## config.mk

```make
export PLATFORM = sky130hd
export DESIGN_NAME = hms_timekeeper
export DESIGN_NICKNAME = d
export VERILOG_FILES = /design/src/rtl/hms_timekeeper.sv
export SDC_FILE = /design/constraint.sdc
export NUM_CORES = 1
export LEC_CHECK = 0
export ABC_CLOCK_PERIOD_IN_PS = 1700
export BUFFER_PORTS_ARGS = -buffer_cell sky130_fd_sc_hd__buf_4
export CORE_AREA = 2 2 94 78
export CTS_CLUSTER_DIAMETER = 120
export DETAILED_ROUTE_END_ITERATION = 8
export DIE_AREA = 0 0 96 80
export GPL_TIMING_DRIVEN = 0
export SYNTH_ARGS = -nofsm -noshare
export SYNTH_HDL_FRONTEND = slang
export SYNTH_SLANG_ARGS = --single-unit
export TNS_END_PERCENT = 10
```

## constraint.sdc

```tcl
create_clock -name clk -period 1.7 [get_ports clk]
set_input_delay 0.255 -clock clk [delete_from_list [all_inputs] [get_ports clk]]
set_output_delay 0.255 -clock clk [all_outputs]
set_load 0.005 [all_outputs]
```

## src/rtl/hms_timekeeper.sv

```systemverilog
// Single-clock hour:minute:second timekeeper with a second prescaler, CLOCK/SETUP modes and field editing.
// Define HMS_ALARM_EN to add the ALARM_SET mode, alarm registers and the o_alarm flag.
module hms_timekeeper #(
  parameter int CLK_DIV  = 50000000,
  parameter int HOUR_MAX = 23,
  parameter int SEC_INIT = 0
) (
  input  logic       clk,
  input  logic       rst_n,
  input  logic       i_mode_pulse,
  input  logic       i_pos_pulse,
  input  logic       i_inc_pulse,
  output logic [5:0] o_sec,
  output logic [5:0] o_min,
  output logic [5:0] o_hour,
`ifdef HMS_ALARM_EN
  output logic [1:0] o_mode,
`else
  output logic       o_mode,
`endif
  output logic [1:0] o_position,
  output logic       o_sec_tick,
`ifdef HMS_ALARM_EN
  output logic       o_blink,
  output logic [5:0] o_alm_hour,
  output logic [5:0] o_alm_min,
  output logic [0:0] o_alarm
`else
  output logic       o_blink
`endif
);

  localparam int PW = (CLK_DIV > 1) ? $clog2(CLK_DIV) : 1;
  localparam logic [PW-1:0] PRESC_LAST = PW'(CLK_DIV - 1);
  localparam logic [PW-1:0] PRESC_HALF = PW'(CLK_DIV / 2 - 1);
  localparam logic [5:0]    HOUR_LAST  = 6'(HOUR_MAX);

`ifdef HMS_ALARM_EN
  typedef enum logic [1:0] {MODE_CLOCK = 2'd0, MODE_SETUP = 2'd1, MODE_ALARM = 2'd2} mode_e;
`else
  typedef enum logic {MODE_CLOCK = 1'b0, MODE_SETUP = 1'b1} mode_e;
`endif

  mode_e         mode_q, mode_d;
  logic [PW-1:0] presc_q, presc_d;
  logic          tick_q, tick_d;
  logic          blink_q, blink_d;
  logic [5:0]    sec_q, sec_d;
  logic [5:0]    min_q, min_d;
  logic [5:0]    hour_q, hour_d;
  logic [1:0]    pos_q, pos_d;
  logic          time_run;
`ifdef HMS_ALARM_EN
  logic [5:0]    alm_min_q, alm_min_d;
  logic [5:0]    alm_hour_q, alm_hour_d;
  logic [5:0]    alm_cnt_q, alm_cnt_d;
  logic          alarm_q, alarm_d;
`endif

  function automatic logic [5:0] wrap_inc(input logic [5:0] v, input logic [5:0] last);
    return (v == last) ? 6'd0 : v + 6'd1;
  endfunction

  always_comb begin
    presc_d = (presc_q == PRESC_LAST) ? '0 : presc_q + 1'b1;
    tick_d  = (presc_q == PRESC_LAST);
    blink_d = blink_q ^ ((presc_q == PRESC_HALF) || (presc_q == PRESC_LAST));
    mode_d  = mode_q;
    pos_d   = pos_q;
    sec_d   = sec_q;
    min_d   = min_q;
    hour_d  = hour_q;
`ifdef HMS_ALARM_EN
    alm_min_d  = alm_min_q;
    alm_hour_d = alm_hour_q;
    time_run   = (mode_q != MODE_SETUP);
`else
    time_run   = (mode_q == MODE_CLOCK);
`endif

    // Full carry chain resolves in one cycle, so 23:59:59 -> 00:00:00 is atomic.
    if (time_run && tick_q) begin
      sec_d = wrap_inc(sec_q, 6'd59);
      if (sec_q == 6'd59) begin
        min_d = wrap_inc(min_q, 6'd59);
        if (min_q == 6'd59) hour_d = wrap_inc(hour_q, HOUR_LAST);
      end
    end

    // Leaving SETUP restarts the second so the first running second is a full one.
    if (i_mode_pulse) begin
`ifdef HMS_ALARM_EN
      case (mode_q)
        MODE_CLOCK: begin
          mode_d = MODE_SETUP;
          pos_d  = 2'd0;
        end
        MODE_SETUP: begin
          mode_d  = MODE_ALARM;
          pos_d   = 2'd1;
          presc_d = '0;
          tick_d  = 1'b0;
          blink_d = 1'b0;
        end
        default: mode_d = MODE_CLOCK;
      endcase
`else
      if (mode_q == MODE_CLOCK) begin
        mode_d = MODE_SETUP;
        pos_d  = 2'd0;
      end else begin
        mode_d  = MODE_CLOCK;
        presc_d = '0;
        tick_d  = 1'b0;
        blink_d = 1'b0;
      end
`endif
    end else if (i_pos_pulse) begin
      if (mode_q == MODE_SETUP) begin
        pos_d = (pos_q == 2'd2) ? 2'd0 : pos_q + 2'd1;
      end
`ifdef HMS_ALARM_EN
      else if (mode_q == MODE_ALARM) begin
        pos_d = (pos_q == 2'd2) ? 2'd1 : 2'd2;
      end
`endif
    end else if (i_inc_pulse) begin
      if (mode_q == MODE_SETUP) begin
        case (pos_q)
          2'd0:    sec_d  = wrap_inc(sec_q, 6'd59);
          2'd1:    min_d  = wrap_inc(min_q, 6'd59);
          2'd2:    hour_d = wrap_inc(hour_q, HOUR_LAST);
          default: ;
        endcase
      end
`ifdef HMS_ALARM_EN
      else if (mode_q == MODE_ALARM) begin
        case (pos_q)
          2'd1:    alm_min_d  = wrap_inc(alm_min_q, 6'd59);
          2'd2:    alm_hour_d = wrap_inc(alm_hour_q, HOUR_LAST);
          default: ;
        endcase
      end
`endif
    end

`ifdef HMS_ALARM_EN
    alarm_d   = alarm_q;
    alm_cnt_d = alm_cnt_q;
    if (alarm_q && tick_q) begin
      if (alm_cnt_q == 6'd59) alarm_d = 1'b0;
      else                    alm_cnt_d = alm_cnt_q + 6'd1;
    end
    // Match against the freshly advanced time so the flag rises with hh:mm:00.
    if ((mode_q == MODE_CLOCK) && tick_q && (sec_d == 6'd0) &&
        (min_d == alm_min_q) && (hour_d == alm_hour_q)) begin
      alarm_d   = 1'b1;
      alm_cnt_d = 6'd0;
    end
    if (i_mode_pulse || i_pos_pulse) alarm_d = 1'b0;
`endif
  end

  always_ff @(posedge clk or negedge rst_n) begin
    if (!rst_n) begin
      mode_q  <= MODE_CLOCK;
      presc_q <= '0;
      tick_q  <= 1'b0;
      blink_q <= 1'b0;
      sec_q   <= 6'(SEC_INIT);
      min_q   <= 6'd0;
      hour_q  <= 6'd0;
      pos_q   <= 2'd0;
`ifdef HMS_ALARM_EN
      alm_min_q  <= 6'd0;
      alm_hour_q <= 6'd0;
      alm_cnt_q  <= 6'd0;
      alarm_q    <= 1'b0;
`endif
    end else begin
      mode_q  <= mode_d;
      presc_q <= presc_d;
      tick_q  <= tick_d;
      blink_q <= blink_d;
      sec_q   <= sec_d;
      min_q   <= min_d;
      hour_q  <= hour_d;
      pos_q   <= pos_d;
`ifdef HMS_ALARM_EN
      alm_min_q  <= alm_min_d;
      alm_hour_q <= alm_hour_d;
      alm_cnt_q  <= alm_cnt_d;
      alarm_q    <= alarm_d;
`endif
    end
  end

  assign o_sec      = sec_q;
  assign o_min      = min_q;
  assign o_hour     = hour_q;
  assign o_mode     = mode_q;
  assign o_position = pos_q;
  assign o_sec_tick = tick_q;
  assign o_blink    = blink_q;
`ifdef HMS_ALARM_EN
  assign o_alm_hour = alm_hour_q;
  assign o_alm_min  = alm_min_q;
  assign o_alarm    = alarm_q;
`endif

endmodule

```

==> reports/results.md, run 1 <==
## Final layout
• **area of the multi-input gates** 0.00142 sq mm
• **final design instance area without fill** 0.00331 sq mm
• **synthesis-to-finish area growth** 25.9%
• **sequential cell area** 0.00123 sq mm
• **most frequent standard cell in the layout excluding fill and tap cells** buf_4
• **fraction of layout instances using a drive strength above 1** 32.5%
• **antenna fix cells** 0
• **Post-layout nets** 310
• **most frequent cells in the layout** buf_4 (46), dfrtp_1 (45), nor2_1 (31)
• **total of fill cells in the finished design** 638

## Synth
• **Async SR Flop Fraction** 100%
• **post-synthesis share of cell area spent on full adders, half adders and majority gates** 1.90%
• **largest family of logic cells by synthesized area** simple AND/OR/NAND/NOR gates
• **cell taking the most area after synthesis** dfrtp_1
• **mux share of post-synthesis cell area** 1.86%
• **Synth Net Count** 255
• **instance count of the mapped netlist** 246
• **synthesized area** 0.00263 sq mm
• **simple-gate share of the synthesized area** 27.6%
• **Post-synth EDFFs** 0
• **share of the synthesized area in the top cell type** 46.6%
• **post-synthesis average cell area** 10.7 sq um
• **proportion of synthesized chip area in sequential cells** 46.6%
• **Yosys warnings** 0
• **leading post-synthesis cells by cell area** dfrtp_1 (47%), xor2_1 (6.7%), nor2_1 (4.4%)
• **synthesized-area fraction occupied by xor and xnor cells** 8.99%
• **post-synthesis sequential element count** 49
• **synthesized-area fraction occupied by ao, oa, aoi and oai cells** 10.8%
• **Primary FF master, synth** dfrtp_1
• **distinct cell type count of the synthesized netlist** 52

## Timing
• **actual transition at the worst max-transition pin** 0.638 ns
• **final critical path time including I/O delays and setup** 1.68 ns
• **Hold Fails Final Rpt** 0
• **headroom to the max-slew limit** 57.4%
• **setup clock skew after layout** 0.0119 ns
• **Tcrit/Tclk final** 98.7%
• **maximum frequency from static timing analysis** 596 MHz
• **Slew Viols, Final** 0
• **Total Negative Setup Slacks** 0 ns
• **Finish-stage setup viols** 0
• **unrepaired setup endpoints after global routing** true

## CTS
• **clock latency on the worst-skew pair** 0.30 ns
• **number of clock sinks** 49
• **number of H-tree branching levels** 2
• **root cell of the clock tree** clkbuf_8
• **Clock Pin Slew Worst Setup and Hold Paths** 0.09 ns
• **Clock Tree Buf Depth** 2
• **Inserted Clock Buffers** 5
• **TritonCTS clock tree** done

## Pwr
• **Static Leakage** 1.53 nW
• **power density of the placed cells** 992 mW/mm^2
• **worst IR drop on VDD** 0.000765 V

## Setup path
• **maximum fanout along the worst path** 10
• **Worst Path Arrival** 1.88 ns
• **Critical Path End Type** register
• **required arrival time at the worst endpoint** 1.90 ns
• **Startpoint Class** register
• **Critical Setup Path Class** register to register

## Route
• **post-route ant nets** 0
• **first-pass iteration count of the detailed router** 4
• **total via count in the routed design** 2,032
• **average via count per standard cell** 5.22
• **total routed wirelength** 5.40 mm
• **Avg WL per Cell** 13.9 um
• **number of DRC violations after detailed-routing iteration 0** 78
• **DRC Markers** 0

## Placement
• **weighted congestion reported at the end of routability-driven placement** 0.748
• **post-place instance area** 0.00295 sq mm
• **Port Buffer Count** 26
• **half-perimeter wire length after placement** 3.58 mm

## Die
• **Placement Rows** 27
• **Die Footprint** 0.00768 sq mm
• **Initial Utilization** 39.1%
• **number of ports placed on the die boundary** 28
• **core region area** 0.00672 sq mm
• **Die H** 80 um
• **width of the die** 96 um

## Flow run
• **MaxCap Viol Count** 0

## Global route
• **via count of the first global-routing pass** 1,882
• **GRT Util Overall** 15.1%
• **wire length of the first global-routing pass** 8.98 mm
• **largest net degree at the start of global routing** 50
• **antenna violations before repair** 0
• **total congestion overflow after global routing** 0

## Outcome
• **run status** completed

## Hold path
• **Tightest Hold Check Type** primary input to register

-- per-layer routing --
| layer | global-route usage, % | vias up | wire length (um) |
|---|---|---|---|
| met3 | 2.55 | 5 | 114 |
| li1 | - | 994 | - |
| met4 | 5.57 | 0 | 68 |
| met2 | 22.4 | 25 | 2480 |
| met5 | 0 | - | 0 |
| met1 | 21.9 | 1008 | 2730 |
-- area by class of cell --
type / instances / share of cell area (%)
tap: 87 / 3.29
clock buffer: 6 / 2.49
timing repair buffer: 48 / 11.1
buffer: 5 / 1.59
clock inverter: 2 / 1.13
inverter: 4 / 0.454
multi-input combinational: 188 / 42.8
sequential: 49 / 37.2
-- state kept, by name (all words and copies together) (netlist names) --
| name | cells |
|---|---|
| o_position | 2 |
| o_mode | 1 |
| o_hour | 6 |
| o_blink | 1 |
| presc_q | 26 |
| o_min | 6 |
| o_sec_tick | 1 |
| o_sec | 6 |
-- metrics by stage --
step | instances | hold WS, ns | total power [mW] | setup WS [ns] | utilization, %
floorplan | 246 | -0.0406 | 1.94 | 0.00871 | -
global placement | 359 | 0.333 | 2.23 | -0.146 | 43.9
detailed placement | 359 | 0.332 | 2.24 | -0.137 | 43.9
CTS | 375 | 0.160 | 3.14 | -0.0261 | 46.8
global route | 389 | 0.167 | 3.51 | -0.0523 | 49.2
finish | 389 | 0.172 | 3.28 | 0.0216 | 49.2
-- Yosys cell counts, types with 4 or more instances --
cell and n:
nor2_1 31, ha_1 4, o21ai_0 11, o31ai_1 5, nor3_1 4, xnor2_1 7
nand4_1 5, dfrtp_1 49, and3_1 7, xor2_1 20, nand2_1 18, inv_1 4
a21oi_1 5, and4_1 4, nand3_1 13
-- critical path, cell delays in order (launching register included) --
cell and delay, ns:
dfrtp_1 0.41, buf_6 0.15, and2b_2 0.25, a32oi_4 0.28
nand2b_4 0.20, mux2_4 0.29
-- what timing repair did --
| action | 4_1_cts | 5_1_grt |
|---|---|---|
| hold buffers | 1 | 0 |
| pin swaps | 6 | 9 |
| hold endpoints to repair | 17 | 0 |
| buffers inserted | 7 | 14 |
| gates resized for setup | 5 | 17 |
| endpoints found under the setup margin | 31 | 37 |
-- kinds of logic (layout without fill, tap and decap cells) --
family	Yosys count	in the layout
and+or+nand+nor	116	116
DFF	49	49
AOI/OAI and AO/OA	37	37
xor gates and xnor gates	27	27
buffers and inverters	9	65
adders and majority gates	4	4
muxes	4	4
-- power by group --
| part | switching, mW | internal [mW] | total (mW) | leakage (nW) |
|---|---|---|---|---|
| clock network | 0.399 | 0.479 | 0.878 | 0.0574 |
| logic | 0.389 | 0.497 | 0.886 | 0.805 |
| registers | 0.209 | 1.31 | 1.52 | 0.665 |
| total | 0.998 | 2.29 | 3.28 | 1.53 |
-- path summary, 6_finish.rpt --
check	cells after the start	slack, ns	end	startpoint
min in group asynchronous	2	0.52	presc_q[3]$_DFF_PN0_	rst_n
worst min register to register	1	0.52	o_min[4]$_DFF_PN0_	o_min[4]$_DFF_PN0_
worst max register to register	5	0.02	o_min[2]$_DFF_PN0_	o_mode$_DFFE_PN0P_
max in group asynchronous	2	0.73	o_min[0]$_DFF_PN0_	rst_n
worst min-delay path	2	0.17	o_mode$_DFFE_PN0P_	i_mode_pulse
worst max-delay path	5	0.02	o_min[2]$_DFF_PN0_	o_mode$_DFFE_PN0P_
(Power assumes the default switching activity.)
==> run 2, diff against run 1 <==
- PLACE_DENSITY: not set -> 0.62
==> run 2 against run 1 <==
  * Fmax fell by 1.7%
  * Largest cell class unchanged
  * Critical path type unchanged
  * Critical endpoint is now o_hour[0]$_DFF_PN0_
  * Flip-flop and latch count did not move
  * Sequential power barely moved
  * The run now ends with setup timing left
  * Register-to-register slack got worse by 0.03 ns
  * Largest power group unchanged
  * Hold slack improved by 0.0055 ns
==> reports/results.md, run 2 (synthesis gave the netlist of run 1 again) <==
## Pwr
• **Net Switching** 0.961 mW, was 0.998 mW
• **Clk network pwr share** 29.7%, was 26.7%
• **share of power burned in registers** 46.2%, was 46.3%
• **Static Leakage** 1.49 nW, was 1.53 nW
• **power density of the placed cells** 1010 mW/mm^2, was 992 mW/mm^2
• **Sw Share** 29.4%, was 30.4%
• **worst IR drop on VDD** 0.000798 V, was 0.000765 V
• **internal power** 2.31 mW, was 2.29 mW
• **part of the power in combinational logic** 24.1%, was 27.0%

## Route
• **average via count per standard cell** 5.09, was 5.22
• **DRC Markers** 0, unchanged
• **number of DRC violations after detailed-routing iteration 0** 60, was 78
• **total routed wirelength** 5.22 mm, was 5.40 mm
• **first-pass iteration count of the detailed router** 4, unchanged
• **Avg WL per Cell** 13.8 um, was 13.9 um
• **post-route ant nets** 0, unchanged
• **total via count in the routed design** 1,923, was 2,032

## Die
• **width of the die** 96 um, unchanged
• **number of ports placed on the die boundary** 28, unchanged
• **core region area** 0.00672 sq mm, unchanged
• **Die H** 80 um, unchanged
• **Die Footprint** 0.00768 sq mm, unchanged
• **Placement Rows** 27, unchanged
• **Initial Utilization** 39.1%, unchanged

## Final layout
• **most frequent cells in the layout** dfrtp_1 (45), buf_4 (35), nor2_1 (31), was buf_4 (46), dfrtp_1 (45), nor2_1 (31)
• **final design instance area without fill** 0.00324 sq mm, was 0.00331 sq mm
• **Cell Count, Final, Fillers Out** 378, was 389
• **final design utilization** 48.2%, was 49.2%
• **synthesis-to-finish area growth** 23.3%, was 25.9%
• **sequential cell area** 0.00123 sq mm, unchanged
• **antenna fix cells** 0, unchanged
• **fraction of layout instances using a drive strength above 1** 29.6%, was 32.5%
• **number of flip-flops under the largest register name** 26, unchanged
• **top register by number of flip-flops** presc_q, unchanged
• **total of fill cells in the finished design** 619, was 638
• **Post-layout nets** 299, was 310
• **most frequent standard cell in the layout excluding fill and tap cells** dfrtp_1, was buf_4
• **area of the multi-input gates** 0.00142 sq mm, about the same

## Placement
• **Port Buffer Count** 26, unchanged
• **weighted congestion reported at the end of routability-driven placement** 0.767, was 0.748
• **number of cells after detailed placement** 359, unchanged
• **half-perimeter wire length after placement** 3.52 mm, was 3.58 mm
• **post-place instance area** 0.00295 sq mm, unchanged

## Setup path
• **Worst Path Arrival** 1.89 ns, was 1.88 ns
• **Startpoint Class** register, unchanged
• **Critical Path End Type** register, unchanged
• **Critical Setup Path Class** register to register, unchanged
• **required arrival time at the worst endpoint** 1.88 ns, was 1.90 ns
• **maximum fanout along the worst path** 8, was 10

## Timing
• **Hold Fails Final Rpt** 0, unchanged
• **smallest setup slack after layout** -0.00772 ns, was 0.0216 ns
• **headroom to the max-slew limit** 58.7%, was 57.4%
• **Finish-stage setup viols** 1, was 0
• **unrepaired setup endpoints after global routing** true, unchanged
• **hold_ws** 0.177 ns, was 0.172 ns
• **actual transition at the worst max-transition pin** 0.620 ns, was 0.638 ns
• **Slew Viols, Final** 0, unchanged
• **Total Negative Setup Slacks** -0.00772 ns, was 0 ns
• **setup clock skew after layout** 0.0197 ns, was 0.0119 ns
• **Tcrit/Tclk final** 100%, was 98.7%
• **maximum frequency from static timing analysis** 586 MHz, was 596 MHz
• **final critical path time including I/O delays and setup** 1.71 ns, was 1.68 ns

## Global route
• **GRT Util Overall** 15.1%, about the same
• **total congestion overflow after global routing** 0, unchanged
• **antenna violations before repair** 0, unchanged
• **met2 Track Usage GR** 21.3%, was 22.4%
• **GR Layer Usage met1** 23.4%, was 21.9%
• **global-route met3 utilization** 3.68%, was 2.55%
• **most congested layer reported by global routing** met1, was met2
• **largest net degree at the start of global routing** 50, unchanged
• **wire length of the first global-routing pass** 9.15 mm, was 8.98 mm
• **via count of the first global-routing pass** 1,896, was 1,882

## Flow run
• **MaxCap Viol Count** 0, unchanged

## CTS
• **Inserted Clock Buffers** 5, unchanged
• **clock latency on the worst-skew pair** 0.30 ns, about the same
• **number of clock sinks** 49, unchanged
• **Clock Pin Slew Worst Setup and Hold Paths** 0.10 ns, was 0.09 ns
• **root cell of the clock tree** clkbuf_8, unchanged
• **number of H-tree branching levels** 2, unchanged
• **Clock Tree Buf Depth** 2, unchanged
• **TritonCTS clock tree** done, unchanged

## Outcome
• **run status** finished, violations left, was completed
• **failing checks** setup timing

## Hold path
• **Tightest Hold Check Type** primary input to register, unchanged

[run 2: changes by cell type in the layout (fill, tap and decap cells not counted), moves of 2 or more]
cell	previous run	this run
buf_4	46	35
buf_6	5	3
mux2_2	3	1
mux2_4	1	3
[run 2: power groups by stage]
stage / Combinational, mW / Sequential (mW) / Clock [mW]
after floorplan: 0.432 / 1.50 / 0
after global placement: 0.692 / 1.53 / 0
after detailed placement: 0.705 / 1.53 / 0
after CTS: 0.722 / 1.52 / 0.998
after global routing: 0.875 / 1.54 / 1.05
final: 0.787 / 1.51 / 0.970
[run 2: cell type report]
| class | count | area share, % |
|---|---|---|
| inverter | 4 | 0.463 |
| sequential | 49 | 38.0 |
| buffer | 5 | 1.43 |
| multi-input combinational | 188 | 43.6 |
| timing repair buffer | 37 | 9.03 |
| clock inverter | 3 | 2.01 |
| tap | 87 | 3.36 |
| clock buffer | 5 | 2.12 |
[run 2: metal layers]
layer	vias up	wire [um]
met5	-	0
met4	0	32
met3	4	160
met2	18	2270
met1	931	2760
li1	970	-
[run 2: final timing paths]
check	startpoint	to	slack, ns	cells past startpoint
max in group asynchronous	rst_n	o_sec[0]$_DFF_PN0_	0.75	2
worst max register to register	o_sec[0]$_DFF_PN0_	o_hour[0]$_DFF_PN0_	-0.008	6
worst min-delay path	i_mode_pulse	o_mode$_DFFE_PN0P_	0.18	2
worst max-delay path	o_sec[0]$_DFF_PN0_	o_hour[0]$_DFF_PN0_	-0.008	6
min in group asynchronous	rst_n	o_hour[2]$_DFF_PN0_	0.51	2
worst min register to register	o_min[4]$_DFF_PN0_	o_min[4]$_DFF_PN0_	0.52	1
[run 2: critical path, stage by stage (launching register included)]
cell and delay [ns]:
dfrtp_2 0.47, ha_4 0.19, nand2_4 0.06, nor3_4 0.04, buf_12 0.15, a31oi_4 0.33, mux2_4 0.34
[run 2: through the flow]
stage               power [mW]  worst slack (ns)
detailed placement        2.24            -0.149
floorplan                 1.94           0.00871
CTS                       3.24           -0.0255
finish                    3.27          -0.00772
global placement          2.22            -0.142
global route              3.46           -0.0928
[run 2: what timing repair did]
action                     in CTS  in global routing
hold endpoints to repair       32                  0
buffers inserted                6                  4
setup endpoints to repair      16                 34
pin swaps                       6                  6
resized for setup               5                 15
hold buffers                    1                  0
==> run 3, diff against run 2 <==
- RECOVER_POWER: not set -> 25
==> run 3 against run 2 <==
  * The flow still finishes with violations (setup timing)
  * Die area unchanged
  * Setup slack unchanged
  * Non-clock buffer count unchanged
  * Critical path depth unchanged
  * First-iteration DRC count unchanged
  * Global-route usage unchanged
  * Fmax unchanged
==> reports/results.md, run 3 (synthesis gave the netlist of run 1 again) <==
## Global route
• **total congestion overflow after global routing** 0, unchanged
• **antenna violations before repair** 0, unchanged
• **GRT Util Overall** 15.1%, unchanged
• **wire length of the first global-routing pass** 9.15 mm, unchanged
• **via count of the first global-routing pass** 1,896, unchanged
• **largest net degree at the start of global routing** 50, unchanged

## Route
• **total routed wirelength** 5.22 mm, unchanged
• **total via count in the routed design** 1,923, unchanged
• **average via count per standard cell** 5.09, unchanged
• **number of DRC violations after detailed-routing iteration 0** 60, unchanged
• **DRC Markers** 0, unchanged
• **M1 WL** 2.76 mm, unchanged
• **metal3 WL** 160 um, unchanged
• **post-route ant nets** 0, unchanged
• **first-pass iteration count of the detailed router** 4, unchanged
• **Avg WL per Cell** 13.8 um, unchanged
• **top layer used by detailed routing** met4, unchanged
• **routed length on met2** 2.27 mm, unchanged

## CTS
• **Inserted Clock Buffers** 5, unchanged
• **number of H-tree branching levels** 2, unchanged
• **number of clock sinks** 49, unchanged
• **Clock Pin Slew Worst Setup and Hold Paths** 0.10 ns, about the same
• **clock latency on the worst-skew pair** 0.30 ns, about the same
• **TritonCTS clock tree** done, unchanged
• **root cell of the clock tree** clkbuf_8, unchanged
• **Clock Tree Buf Depth** 2, unchanged

## Pwr
• **sum of internal, switching and leakage power** 3.27 mW, about the same
• **power density of the placed cells** 1010 mW/mm^2, about the same
• **worst IR drop on VDD** 0.000798 V, about the same
• **Static Leakage** 1.49 nW, about the same

## Outcome
• **run status** finished, violations left, unchanged
• **failing checks** setup timing, unchanged

## Setup path
• **maximum fanout along the worst path** 8, unchanged
• **Critical Setup Path Class** register to register, unchanged
• **Critical Path End Type** register, unchanged
• **Worst Path Arrival** 1.89 ns, about the same
• **required arrival time at the worst endpoint** 1.88 ns, about the same
• **Startpoint Class** register, unchanged

## Final layout
• **fraction of layout instances using a drive strength above 1** 29.6%, unchanged
• **Cell Count, Final, Fillers Out** 378, unchanged
• **synthesis-to-finish area growth** 23.2%, was 23.3%
• **number of flip-flops under the largest register name** 26, unchanged
• **most frequent standard cell in the layout excluding fill and tap cells** dfrtp_1, unchanged
• **most frequent cells in the layout** dfrtp_1 (45), buf_4 (34), nor2_1 (31), was dfrtp_1 (45), buf_4 (35), nor2_1 (31)
• **sequential cell area** 0.00123 sq mm, unchanged
• **final design utilization** 48.2%, about the same
• **total of fill cells in the finished design** 619, unchanged
• **antenna fix cells** 0, unchanged
• **top register by number of flip-flops** presc_q, unchanged
• **Post-layout nets** 299, unchanged
• **area of the multi-input gates** 0.00142 sq mm, unchanged

## Hold path
• **Tightest Hold Check Type** primary input to register, unchanged

## Placement
• **worst slack at placement** -0.149 ns, unchanged
• **half-perimeter wire length after placement** 3.52 mm, unchanged
• **weighted congestion reported at the end of routability-driven placement** 0.767, unchanged
• **Port Buffer Count** 26, unchanged
• **number of cells after detailed placement** 359, unchanged

## Die
• **Die H** 80 um, unchanged
• **width of the die** 96 um, unchanged
• **number of ports placed on the die boundary** 28, unchanged
• **core region area** 0.00672 sq mm, unchanged
• **Die Footprint** 0.00768 sq mm, unchanged
• **Placement Rows** 27, unchanged
• **Initial Utilization** 39.1%, unchanged

## Timing
• **smallest setup slack after layout** -0.00772 ns, unchanged
• **Tcrit/Tclk final** 100%, unchanged
• **final critical path time including I/O delays and setup** 1.71 ns, unchanged
• **Hold Fails Final Rpt** 0, unchanged
• **hold_ws** 0.177 ns, unchanged
• **Finish-stage setup viols** 1, unchanged
• **unrepaired setup endpoints after global routing** true, unchanged
• **Slew Viols, Final** 0, unchanged
• **maximum frequency from static timing analysis** 586 MHz, unchanged
• **setup clock skew after layout** 0.0197 ns, unchanged
• **headroom to the max-slew limit** 27.0%, was 58.7%
• **actual transition at the worst max-transition pin** 1.10 ns, was 0.620 ns

## Flow run
• **MaxCap Viol Count** 0, unchanged

run 3: worst max-delay path, cell delays in order, from the launching register on:
cell	delay, ns
dfrtp_2	0.47
ha_4	0.19
nand2_4	0.06
nor3_4	0.04
buf_12	0.15
a31oi_4	0.33
mux2_4	0.34
run 3: cell type report:
| cell class | instances | share of cell area, % |
|---|---|---|
| clock inverter | 3 | 2.01 |
| buffer | 5 | 1.43 |
| clock buffer | 5 | 2.12 |
| sequential | 49 | 38.0 |
| tap | 87 | 3.36 |
| timing repair buffer | 37 | 8.96 |
| multi-input combinational | 188 | 43.7 |
| inverter | 4 | 0.463 |
run 3: path summary, 6_finish.rpt:
kind	end	cells after the start	slack [ns]	startpoint
min reg2reg	o_min[4]$_DFF_PN0_	1	0.52	o_min[4]$_DFF_PN0_
max reg2reg	o_hour[0]$_DFF_PN0_	6	-0.008	o_sec[0]$_DFF_PN0_
min in group asynchronous	o_hour[2]$_DFF_PN0_	2	0.70	rst_n
max	o_hour[0]$_DFF_PN0_	6	-0.008	o_sec[0]$_DFF_PN0_
min	o_mode$_DFFE_PN0P_	2	0.18	i_mode_pulse
max in group asynchronous	o_sec[0]$_DFF_PN0_	2	0.28	rst_n
run 3: what timing repair did:
action                                  CTS  global route
cloned                                    0             0
hold buffers                              1             0
hold endpoints to repair                 32             0
gates resized for setup                   5            15
pin swaps                                 6             6
endpoints found under the setup margin   16            34
buffers inserted                          6             4
run 3: power by group:
part           switching (mW)  total [mW]  internal, mW
Combinational           0.378       0.786         0.408
Sequential              0.197        1.51          1.31
Clock                   0.386       0.970         0.585
Total                   0.961        3.27          2.30
run 3: per-layer routing:
metal	global-route usage [%]	vias up
met5	0	-
met4	2.57	0
met3	3.68	4
met2	21.3	18
met1	23.4	931
li1	-	970
run 3: through the flow:
stage                     cell area [sq um]  TNS (ns)
after floorplan                        2650         0
after global placement                 2950    -0.746
after detailed placement               2950    -0.791
after CTS                              3170   -0.0570
after global routing                   3240    -0.510
final                                  3240  -0.00772
